$ cat config.mk
export PLATFORM = sky130hd
export DESIGN_NAME = mux_n_pipe
export DESIGN_NICKNAME = d
export VERILOG_FILES = /design/src/rtl/mux_n_pipe.sv
export SDC_FILE = /design/constraint.sdc
export NUM_CORES = 1
export LEC_CHECK = 0
export ABC_CLOCK_PERIOD_IN_PS = 2100
export CORE_ASPECT_RATIO = 0.75
export CORE_UTILIZATION = 36
export DETAILED_ROUTE_END_ITERATION = 8
export GPL_TIMING_DRIVEN = 0
export HOLD_SLACK_MARGIN = 0.1
export PLACE_DENSITY = 0.87
export SLEW_MARGIN = 20
export SYNTH_ARGS = -nofsm -noshare
export SYNTH_HDL_FRONTEND = slang
export SYNTH_SLANG_ARGS = --single-unit
$ cat constraint.sdc
create_clock -name CLK -period 2.1 [get_ports CLK]
set_input_delay 0.21 -clock CLK [delete_from_list [all_inputs] [get_ports CLK]]
set_output_delay 0.21 -clock CLK [all_outputs]
set_load 0.01 [all_outputs]
$ cat src/rtl/mux_n_pipe.sv
// N-way WIDTH-bit multiplexer with an optional select register (load or scan)
// and an optional output/valid register stage.
module mux_n_pipe #(
    parameter int WIDTH = 18,
    parameter int N     = 8,
    parameter int SREG  = 1,
    parameter int OREG  = 1,
    localparam int SELW = (N > 2) ? $clog2(N) : 1
) (
    input  logic                 CLK,
    input  logic                 RST_n,
    input  logic [N*WIDTH-1:0]   IN,
    input  logic [SELW-1:0]      SEL,
    input  logic                 CESEL,
    input  logic                 MODE,
    input  logic                 CEOUT,
    input  logic                 VALID_IN,
    output logic [WIDTH-1:0]     OUT,
    output logic [SELW-1:0]      SEL_Q,
    output logic                 VALID_OUT
);

    localparam int              NPAD     = 1 << SELW;
    localparam logic [SELW-1:0] LAST_SEL = SELW'(N - 1);

    logic [SELW-1:0]  sel_eff_s;
    logic [WIDTH-1:0] ch_s [NPAD];
    logic [WIDTH-1:0] mux_d;

    // Select codes past N-1 land on zero-padded slots, so out-of-range reads give 0.
    for (genvar gi = 0; gi < NPAD; gi++) begin : g_ch
        if (gi < N) begin : g_in
            assign ch_s[gi] = IN[gi*WIDTH +: WIDTH];
        end else begin : g_pad
            assign ch_s[gi] = '0;
        end
    end

    assign mux_d = ch_s[sel_eff_s];
    assign SEL_Q = sel_eff_s;

    if (SREG != 0) begin : g_sreg
        logic [SELW-1:0] sel_q;
        logic [SELW-1:0] sel_d;

        // Next select: hold, load SEL, or scan step that also recovers from out-of-range
        always_comb begin
            sel_d = sel_q;
            if (CESEL) begin
                if (MODE) begin
                    if (sel_q >= LAST_SEL) begin
                        sel_d = '0;
                    end else begin
                        sel_d = sel_q + SELW'(1);
                    end
                end else begin
                    sel_d = SEL;
                end
            end else begin
                sel_d = sel_q;
            end
        end

        // Select register
        always_ff @(posedge CLK or negedge RST_n) begin
            if (!RST_n) begin
                sel_q <= '0;
            end else begin
                sel_q <= sel_d;
            end
        end

        assign sel_eff_s = sel_q;
    end else begin : g_scomb
        logic unused_sel_s;
        assign unused_sel_s = ^{CESEL, MODE};
        assign sel_eff_s    = SEL;
    end

    if (OREG != 0) begin : g_oreg
        logic [WIDTH-1:0] out_q;
        logic [WIDTH-1:0] out_d;
        logic             valid_q;
        logic             valid_d;

        // Output stage next state: capture on CEOUT, otherwise hold
        always_comb begin
            out_d   = out_q;
            valid_d = valid_q;
            if (CEOUT) begin
                out_d   = mux_d;
                valid_d = VALID_IN;
            end else begin
                out_d   = out_q;
                valid_d = valid_q;
            end
        end

        // Output and valid registers
        always_ff @(posedge CLK or negedge RST_n) begin
            if (!RST_n) begin
                out_q   <= '0;
                valid_q <= 1'b0;
            end else begin
                out_q   <= out_d;
                valid_q <= valid_d;
            end
        end

        assign OUT       = out_q;
        assign VALID_OUT = valid_q;
    end else begin : g_ocomb
        logic unused_out_s;
        assign unused_out_s = ^{CEOUT, CLK, RST_n};
        assign OUT          = mux_d;
        assign VALID_OUT    = VALID_IN;
    end

endmodule

==> results of run 1 <==
## layout by cell type, fill, tap and decap left out
master / n
a22oi_1: 19
clkdlybuf4s50_1: 172
and2b_1: 3
mux2i_1: 54
mux2_1: 1
clkbuf_8: 3
a41o_1: 18
a211o_1: 18
inv_2: 1
dfrtp_1: 22
buf_4: 6
a32oi_1: 2
nand3_1: 19
a21oi_1: 3
dlygate4sd3_1: 1
nor2b_1: 35
buf_2: 11
buf_6: 3
nand2b_1: 1
bufinv_16: 1
nor2_1: 3
buf_1: 1
buf_8: 1
clkbuf_1: 1
nor2_2: 1
ha_1: 2
dlygate4sd1_1: 1
inv_1: 1
## per-stage QoR
step / setup slack [ns] / cell area, um2
6_report: 0.362 / 4070
5_1_grt: 0.257 / 4070
4_1_cts: 0.378 / 4070
3_5_place_dp: 0.393 / 4000
3_3_place_gp: 0.414 / 4000
2_1_floorplan: 0.641 / 2170
## registers in the layout, indices dropped and copies added, names as in the netlist
name	count
SEL_Q	3
OUT	18
VALID_OUT	1
## power groups by stage
stage               logic [uW]  clock network [uW]  registers [uW]
floorplan                  591                   0             624
global placement          1270                   0             578
detailed placement        1290                   0             584
CTS                       1300                 421             576
global route              1390                 433             593
finish                    1300                 419             577
## Yosys cell counts, types with 2 or more instances
cell      n
dfrtp_1  22
a21oi_1   3
ha_1      2
a41o_1   18
a211o_1  18
mux2i_1  54
buf_4     6
nor2_1    3
buf_2    10
nor2b_1  35
nand3_1  19
a22oi_1  19
buf_6     3
and2b_1   3
a32oi_1   2
## layout make-up
class / instances / area (um2)
Tap cell: 78 / 97.6
Multi-Input combinational cell: 179 / 1450
Clock buffer: 3 / 41.3
Buffer: 23 / 160
Fill cell: 467 / 1720
Sequential cell: 22 / 551
Clock inverter: 1 / 30.0
Inverter: 2 / 7.51
Timing Repair Buffer: 174 / 1740
## layer usage
metal  share of wire, %  up-vias
met4                1.9        0
met2                 49      132
met3                8.4       17
li1                   -     1226
met1                 40     1232
met5                  0        -
## cell families (layout without fill, tap and decap cells)
logic type                 after synthesis  after routing  share of synthesized area, %
muxes                                   55             55                          25.4
DFF                                     22             22                          25.4
AOI/OAI and AO/OA                       60             60                          23.7
buffers and inverters                   25            203                          7.73
adders and majority gates                2              2                          1.15
and+or+nand+nor                         62             62                          16.6
## path summary, 6_finish.rpt
check / start / end / slack, ns / cells past startpoint
max: SEL_Q[0]$_DFFE_PN0P_ / OUT[10]$_DFFE_PN0P_ / 0.36 / 5
min: CEOUT / OUT[12]$_DFFE_PN0P_ / 0.36 / 3
max reg2reg: SEL_Q[0]$_DFFE_PN0P_ / OUT[10]$_DFFE_PN0P_ / 0.36 / 5
min reg2reg: VALID_OUT$_DFFE_PN0P_ / VALID_OUT$_DFFE_PN0P_ / 0.50 / 1
max in group asynchronous: RST_n / OUT[5]$_DFFE_PN0P_ / 1.29 / 2
min in group asynchronous: RST_n / OUT[16]$_DFFE_PN0P_ / 0.45 / 2
## worst register-to-register path, cell delays in order, from the launching register on
cell	delay (ns)
dfrtp_1	0.44
buf_2	0.29
buf_4	0.27
mux2i_1	0.27
nand3_1	0.10
a41o_1	0.26
## what timing repair did
| action | CTS | global route |
|---|---|---|
| endpoints found under the hold margin | 0 | 22 |
| setup buffers | 0 | 0 |
| hold buffers | 0 | 1 |
==> metrics.cfg, run 1 <==
[status]
run_status = finished, final reports clean

[floorplan]
die_h_um = 69.2
dieArea_mm2 = 0.00634
core-area_mm2 = 0.00580
initial_core_util_pct = 37.4
rows = 24
num_io_pins = 175
die_w_um = 91.6

[clocking]
cts_repair_resize_count = 0
clk_pin_slew_ns = 0.09
ctsHtreeMaxLevel = 1
clk_path_buf_depth = 2
cts_root_buf = clkbuf_8
numClockSinks = 22
cts_tree = yes
worstSkewPairLatency_ns = 0.28
cts_made_buffers = 3

[place]
dp_cells = 477
gp_congestion = 0.817
port_buffers = 173
dpl.hpwl_um = 7090

[power_and_ir_drop]
vdd_drop_max_mv = 0.360
p_int_uw = 1530
p_clk_share_pct = 18.2
powerDensity_mw_per_mm2 = 564
comb_power_share_pct = 56.6
finalPower_uw = 2300
power.switching_uw = 766
share_seq_of_total_power_pct = 25.1
p_leak_uw = 0.00179
swShare_pct = 33.4

[job]
drv_cap = 0

[global_routing]
grtUsageTotal_pct = 28.6
gr-usage-met1_pct = 36.0
grt_pass1_vias = 2774
grt_first_pass_wirelength_um = 14100
overflow = 0
grt_util_met2_pct = 51.1
antenna_found_initial = 0
grt_max_degree = 23
grt.busiest_layer = met2
use_met3_pct = 4.06

[sta]
setup_violations = 0
hold_violations = 0
clock.fmax_mhz = 575
slew_violations = 0
slew_headroom_pct = 59.9
rsz0062_at_grt = no
fin_crit_ns = 1.74
worst_pin_slew_ns = 0.601
fin_hold_ws_ns = 0.364
period_share_pct = 82.7
fin_setup_tns_ns = 0
skew_ns = 0.00338

[finish]
stdcell_count = 482
num-nets-final = 560
fin_util_pct = 70.3
n_antenna_cell = 0
area_delta_synth_final_pct = 87.9
drive_gt1_share_pct = 6.68

[worst_setup_path]
crit_fanout = 10
crit_path_max_incr_delay_ns = 0.44
worst_setup_path_start_kind = register
crit_arrival_ns = 1.91
cp-end-kind = register
cp_num_buf_inv = 2
worst_path_max_delay_cell = dfrtp_1
critPathRequiredTime_ns = 2.27
path_cells = buf_2 -> buf_4 -> mux2i_1 -> nand3_1 -> a41o_1
critPathKind = register to register
critPathTopFamily = buffers and inverters

[synth]
yosysTopAreaCell = dfrtp_1
synth_seq_area_share_pct = 25.4
syn_nets = 381
synth_warnings = 0
ys_async_sr_fraction_pct = 100
synth_ff_type = dfrtp_1
syn-cell-area_mm2 = 0.00217
synth-edff-count = 0
synthCells = 226
yosysUniqueCellTypes = 24
yosys.area.top_type_share_pct = 25.4
synth_seq_cells = 22
avgSynthCellArea_um2 = 9.59
synthTopCellsByArea = dfrtp_1, mux2i_1, nor2b_1

[detailed_routing]
remaining_drc_errors = 0
routed_wl_um = 9040
wire_per_inst_um = 18.7
drt.antenna.violating_nets = 0
drt-pass1-iter-count = 4
via_per_inst = 5.41
first_iter_violations = 124
via_count = 2607

[worst_hold_path]
hold_path.class = input port to register

No activity file was read; power rests on OpenSTA's default activity.
==> run 2, diff against run 1 <==
--- a/config.mk
+++ b/config.mk
@@ -5,13 +5,13 @@
 export SDC_FILE = /design/constraint.sdc
 export NUM_CORES = 1
 export LEC_CHECK = 0
-export ABC_CLOCK_PERIOD_IN_PS = 2100
+export ABC_CLOCK_PERIOD_IN_PS = 1650
 export CORE_ASPECT_RATIO = 0.75
-export CORE_UTILIZATION = 36
+export CORE_UTILIZATION = 34
 export DETAILED_ROUTE_END_ITERATION = 8
 export GPL_TIMING_DRIVEN = 0
 export HOLD_SLACK_MARGIN = 0.1
-export PLACE_DENSITY = 0.87
+export PLACE_DENSITY = 0.83
 export SLEW_MARGIN = 20
 export SYNTH_ARGS = -nofsm -noshare
 export SYNTH_HDL_FRONTEND = slang
==> constraint.sdc (replaced) <==
create_clock -name CLK -period 1.65 [get_ports CLK]
set_input_delay 0.165 -clock CLK [delete_from_list [all_inputs] [get_ports CLK]]
set_output_delay 0.165 -clock CLK [all_outputs]
set_load 0.01 [all_outputs]
==> metrics.cfg, run 2 (synthesis gave the netlist of run 1 again) <==
[detailed_routing]
via_per_inst = 5.28
remaining_drc_errors = 0
drt-pass1-iter-count = 4
routed_wl_um = 8980
via_count = 2534
first_iter_violations = 76
drt.antenna.violating_nets = 0
wire_per_inst_um = 18.7

[worst_setup_path]
critPathRequiredTime_ns = 1.85
worst_setup_path_start_kind = register
critPathKind = register to register
crit_fanout = 10
cp-end-kind = register
crit_arrival_ns = 1.81

[global_routing]
grt_pass1_vias = 2686
grt_first_pass_wirelength_um = 13600
overflow = 0
grt_max_degree = 23
grtUsageTotal_pct = 26.7
antenna_found_initial = 0

[power_and_ir_drop]
p_leak_uw = 0.00177
powerDensity_mw_per_mm2 = 676
vdd_drop_max_mv = 0.531

[clocking]
clk_pin_slew_ns = 0.08
cts_made_buffers = 3
ctsHtreeMaxLevel = 1
numClockSinks = 22
cts_tree = yes
worstSkewPairLatency_ns = 0.27
cts_root_buf = clkbuf_8
clk_path_buf_depth = 2

[finish]
layout_common_cells = clkdlybuf4s50_1, mux2i_1, nor2b_1, dfrtp_1
stdcell_count = 480
n_antenna_cell = 0
largest_register_ffs = 18
fin_area_mm2 = 0.00406
drive_gt1_share_pct = 6.97
mostFrequentLayoutCell = clkdlybuf4s50_1
area_delta_synth_final_pct = 87.1
num-nets-final = 559
fillCellCount = 514

[place]
port_buffers = 173
dp_cells = 477
place_area_mm2 = 0.00400
gp_congestion = 0.825
dpl.hpwl_um = 7190
dpl_worst_slack_ns = -0.0355

[sta]
rsz0062_at_grt = no
period_share_pct = 97.3
clock.fmax_mhz = 623
fin_hold_ws_ns = 0.335
hold_violations = 0
fin_ws_ns = 0.0453
setup_violations = 0
slew_headroom_pct = 64.1
slew_violations = 0
fin_crit_ns = 1.60
worst_pin_slew_ns = 0.538
skew_ns = 0.00920

[floorplan]
core-area_mm2 = 0.00598
die_h_um = 71.2
rows = 24
num_io_pins = 175
die_w_um = 94.2
dieArea_mm2 = 0.00670
initial_core_util_pct = 36.3

[job]
drv_cap = 0

[status]
run_status = finished, final reports clean

[worst_hold_path]
hold_path.class = input port to register

## run 2: cell types whose count changed in the layout (fill, tap and decap cells not counted)
cell       before  now
buf_2          11    9
buf_4           6    4
buf_6           3    5
dfrtp_1        22   20
dfrtp_2         0    2
buf_1           1    0
bufinv_16       1    0
clkbuf_2        0    1
clkbuf_4        0    1
nor2_2          1    0
nor2_4          0    1
## run 2: worst max-delay path: stages (launching register included)
cell	delay, ns
dfrtp_2	0.47
nor2b_1	0.14
buf_2	0.19
clkbuf_4	0.20
a22oi_1	0.31
a41o_1	0.23
## run 2: cell type report
class,count,area (um2),area share (%)
timing repair buffer,174,1740,42.8
multi-input combinational,179,1460,35.9
sequential,22,553,13.6
buffer,22,166,4.10
tap,78,97.6,2.41
clock buffer,3,41.3,1.02
inverter,2,7.51,0.185
## run 2: timing repair
action,CTS,global route
hold endpoints to repair,0,22
buffers inserted,0,0
pin swaps,0,0
setup endpoints to repair,7,20
hold buffers,0,1
resized for setup,2,6
gates cloned,0,0
## run 2: final timing paths
path                                       start                     to  slack (ns)  cells past startpoint
min reg2reg                VALID_OUT$_DFFE_PN0P_  VALID_OUT$_DFFE_PN0P_        0.49                      1
min                                        CEOUT     OUT[0]$_DFFE_PN0P_        0.33                      3
min in group asynchronous                  RST_n     OUT[3]$_DFFE_PN0P_        0.39                      2
max                         SEL_Q[1]$_DFFE_PN0P_    OUT[13]$_DFFE_PN0P_        0.05                      5
max reg2reg                 SEL_Q[1]$_DFFE_PN0P_    OUT[13]$_DFFE_PN0P_        0.05                      5
max in group asynchronous                  RST_n   SEL_Q[1]$_DFFE_PN0P_        0.86                      2
## run 2: power by group
part | switching, uW | total, uW | internal [uW] | leakage [uW]
registers | 77.4 | 739 | 661 | 0.000259
clock network | 187 | 350 | 164 | 0.0000216
logic | 684 | 1650 | 969 | 0.00149
total | 948 | 2740 | 1790 | 0.00177
## run 2: metal layers
layer | up-vias | part of all wire (%) | routed length (um) | global-route usage, %
li1 | 1224 | - | - | -
met2 | 117 | 48 | 4300 | 46.9
met5 | - | 0 | 0 | 0
met1 | 1177 | 40 | 3590 | 32.7
met4 | 0 | 2.1 | 190 | 7.86
met3 | 16 | 9.9 | 886 | 5.59
## run 2: through the flow
step	setup TNS [ns]	utilization, %	total power, uW
after CTS	0	67.7	2740
final	0	67.9	2740
after floorplan	0	-	1550
after global placement	-0.0428	66.9	2360
after detailed placement	-0.127	66.9	2390
after global routing	0	67.9	2900
==> patch (settings of run 2) <==
Set the parameter `SREG` to 0 (it was 1).
--- a/src/rtl/mux_n_pipe.sv
+++ b/src/rtl/mux_n_pipe.sv
@@ -4,5 +4,5 @@
     parameter int WIDTH = 18,
     parameter int N     = 8,
-    parameter int SREG  = 1,
+    parameter int SREG  = 0,
     parameter int OREG  = 1,
     localparam int SELW = (N > 2) ? $clog2(N) : 1
Check against the original RTL: not equivalent (a bounded check fails within 4 cycles, from zero or initial values and one cycle with RST_n low).
==> patch against run 2 <==
Sequential cell count is 3 lower; routed wire length shrank 4.9%; clock power fell by 4%; worst setup slack better by 0.098 ns; design area fell by 4.2%; critical path type is now input port to flop; power fell by 32%; die area down 6.0%; first-iteration DRC count rose by 26%; synthesized area down 6.2%.
==> patch: results (changes against run 2) <==
Status - finished clean
Initial DRC Count - 96 (+26%)
Synth Warn # - 0 (unchanged)
WP data arrival - 1.65 ns (-0.16 ns)
NetSw - 0.536 mW (-43%)
First-pass GRT wire length - 12900 µm (-5.1%)
Drt pass-1 iters - 4 (unchanged)
DP Area - 3830 µm² (-4.2%)
Nets - 540 (-3.4%)
Async S/R FF share, synth - 1.00 (unchanged)
Worst-skew pair later-pin latency - 0.25 ns (-0.02 ns)
Share of cells above drive strength 1 - 0.0777 (+0.00807)
Postcts setup bufs - 0 (unchanged)
Met2 wire length - 4150 µm (-3.6%)
Peak supply drop - 0.402 mV (-24%)
Initial antenna violation count - 0 (unchanged)
Post-synthesis net count - 364 (-4.5%)
Cell family with most CP delay - buffers and inverters
Vias/cell - 5.41 (+2.4%)
Critical-path top delay cell - clkdlybuf4s50_1
Met3 routed WL - 768 µm (-13%)
Register area share after synthesis - 0.234 (-0.0202)
Max reg flops - 18 (unchanged)
Post-DP HPWL - 6800 µm (-5.4%)
CTS H-tree depth - 1 (unchanged)
Mux share of post-synthesis cell area - 0.271 (+0.0167)
Commonest cells in the synthesized netlist - mux2i_1, nor2b_1, dfrtp_1
Clock Path Buffers - 2 (unchanged)
Top cells by area, synth - mux2i_1, dfrtp_1, nor2b_1
# port buffers - 170 (-1.7%)
Cts repair resizes - 0 (-2)
Synth Area in Adders - 0 (-0.0115)
Top Layer Used - met4
# placed instances - 456 (-4.4%)
Clock skew - 0 ns (-0.00920 ns)
Distinct cells, synth - 16 (-33%)
M1 WL - 3550 µm (-1.2%)
Crit-path max FO - 10 (unchanged)
Leak - 1.67 nW (-5.5%)
Post-synth top flop - dfrtp_1
Number of buffers created by CTS - 3 (unchanged)
Routed len/inst - 18.5 µm (-0.95%)
Number of global-route vias before repair - 2554 (-4.9%)
CTS clk-pin slew, worst paths - 0.08 ns (about the same)
All-Layer GR Usage - 0.267 (about the same)
Total vias in the final route - 2493 (-1.6%)
Antenna diodes - 0 (unchanged)
Worst path max stage delay - 0.51 ns (+0.04 ns)
Measured slew at the worst slew-check pin - 0.900 ns (+0.362 ns)
Compound-Gate Fraction of Synth Area - 0.232 (-0.00411)
Clk root buf - clkbuf_8
Syn Inst Count - 211 (-6.6%)
Pin count of the biggest net entering global routing - 20 (-13%)
Hold Crit Class - input port to flop
GP Congestion - 0.783 (-5.0%)
Post-Synth XOR/XNOR Area - 0 (unchanged)
patch: cell count changes after synthesis, moves of 2 or more:
cell	before	now
nor2_1	3	0
a21oi_1	3	0
a32oi_1	2	0
nor2b_1	35	37
ha_1	2	0
dfrtp_1	22	19
buf_2	10	8
and2b_1	3	0
buf_6	3	8
patch: worst paths after layout:
path	from	to	slack (ns)	depth (start not counted)
setup / recovery	SEL[1]	OUT[4]	0.14	6
setup reg to reg	OUT[9]	OUT[9]	0.77	2
max in group asynchronous	RST_n	OUT[16]	0.68	1
hold reg to reg	VALID_OUT	VALID_OUT	0.52	1
hold / removal	CEOUT	OUT[1]	0.34	3
min in group asynchronous	RST_n	OUT[13]	0.41	1
patch: logic make-up after synthesis:
group | count (synthesis)
AND/OR/NAND/NOR | 57
AO/OA/AOI/OAI | 54
buffers and inverters | 26
flip-flops | 19
multiplexers | 55
patch: power groups by stage:
stage	Clock (mW)	Combinational (mW)	Sequential, mW
finish	0.337	0.964	0.560
detailed placement	0	0.959	0.565
floorplan	0	0.349	0.592
global placement	0	0.948	0.564
CTS	0.341	0.964	0.558
global route	0.362	1.03	0.565
patch: per-stage QoR:
step	setup WS, ns	power (mW)	hold WS [ns]	TNS [ns]
floorplan	0.498	0.940	-0.131	0
global placement	-0.232	1.51	0.496	-2.29
detailed placement	-0.243	1.52	0.499	-2.39
CTS	0.0223	1.86	0.332	0
global route	0.0336	1.95	0.340	0
finish	0.143	1.86	0.335	0
patch: routing by layer:
layer,track usage,vias up
met5,0,-
met4,0.0556,0
met3,0.0713,9
met2,0.487,138
met1,0.324,1185
li1,-,1161
patch: cell type report:
class	instances	area (µm²)
buffer	26	200
clock buffer	4	45.0
fill	471	1670
multi-input combinational	166	1360
sequential	19	475
tap	75	93.8
timing repair buffer	171	1710
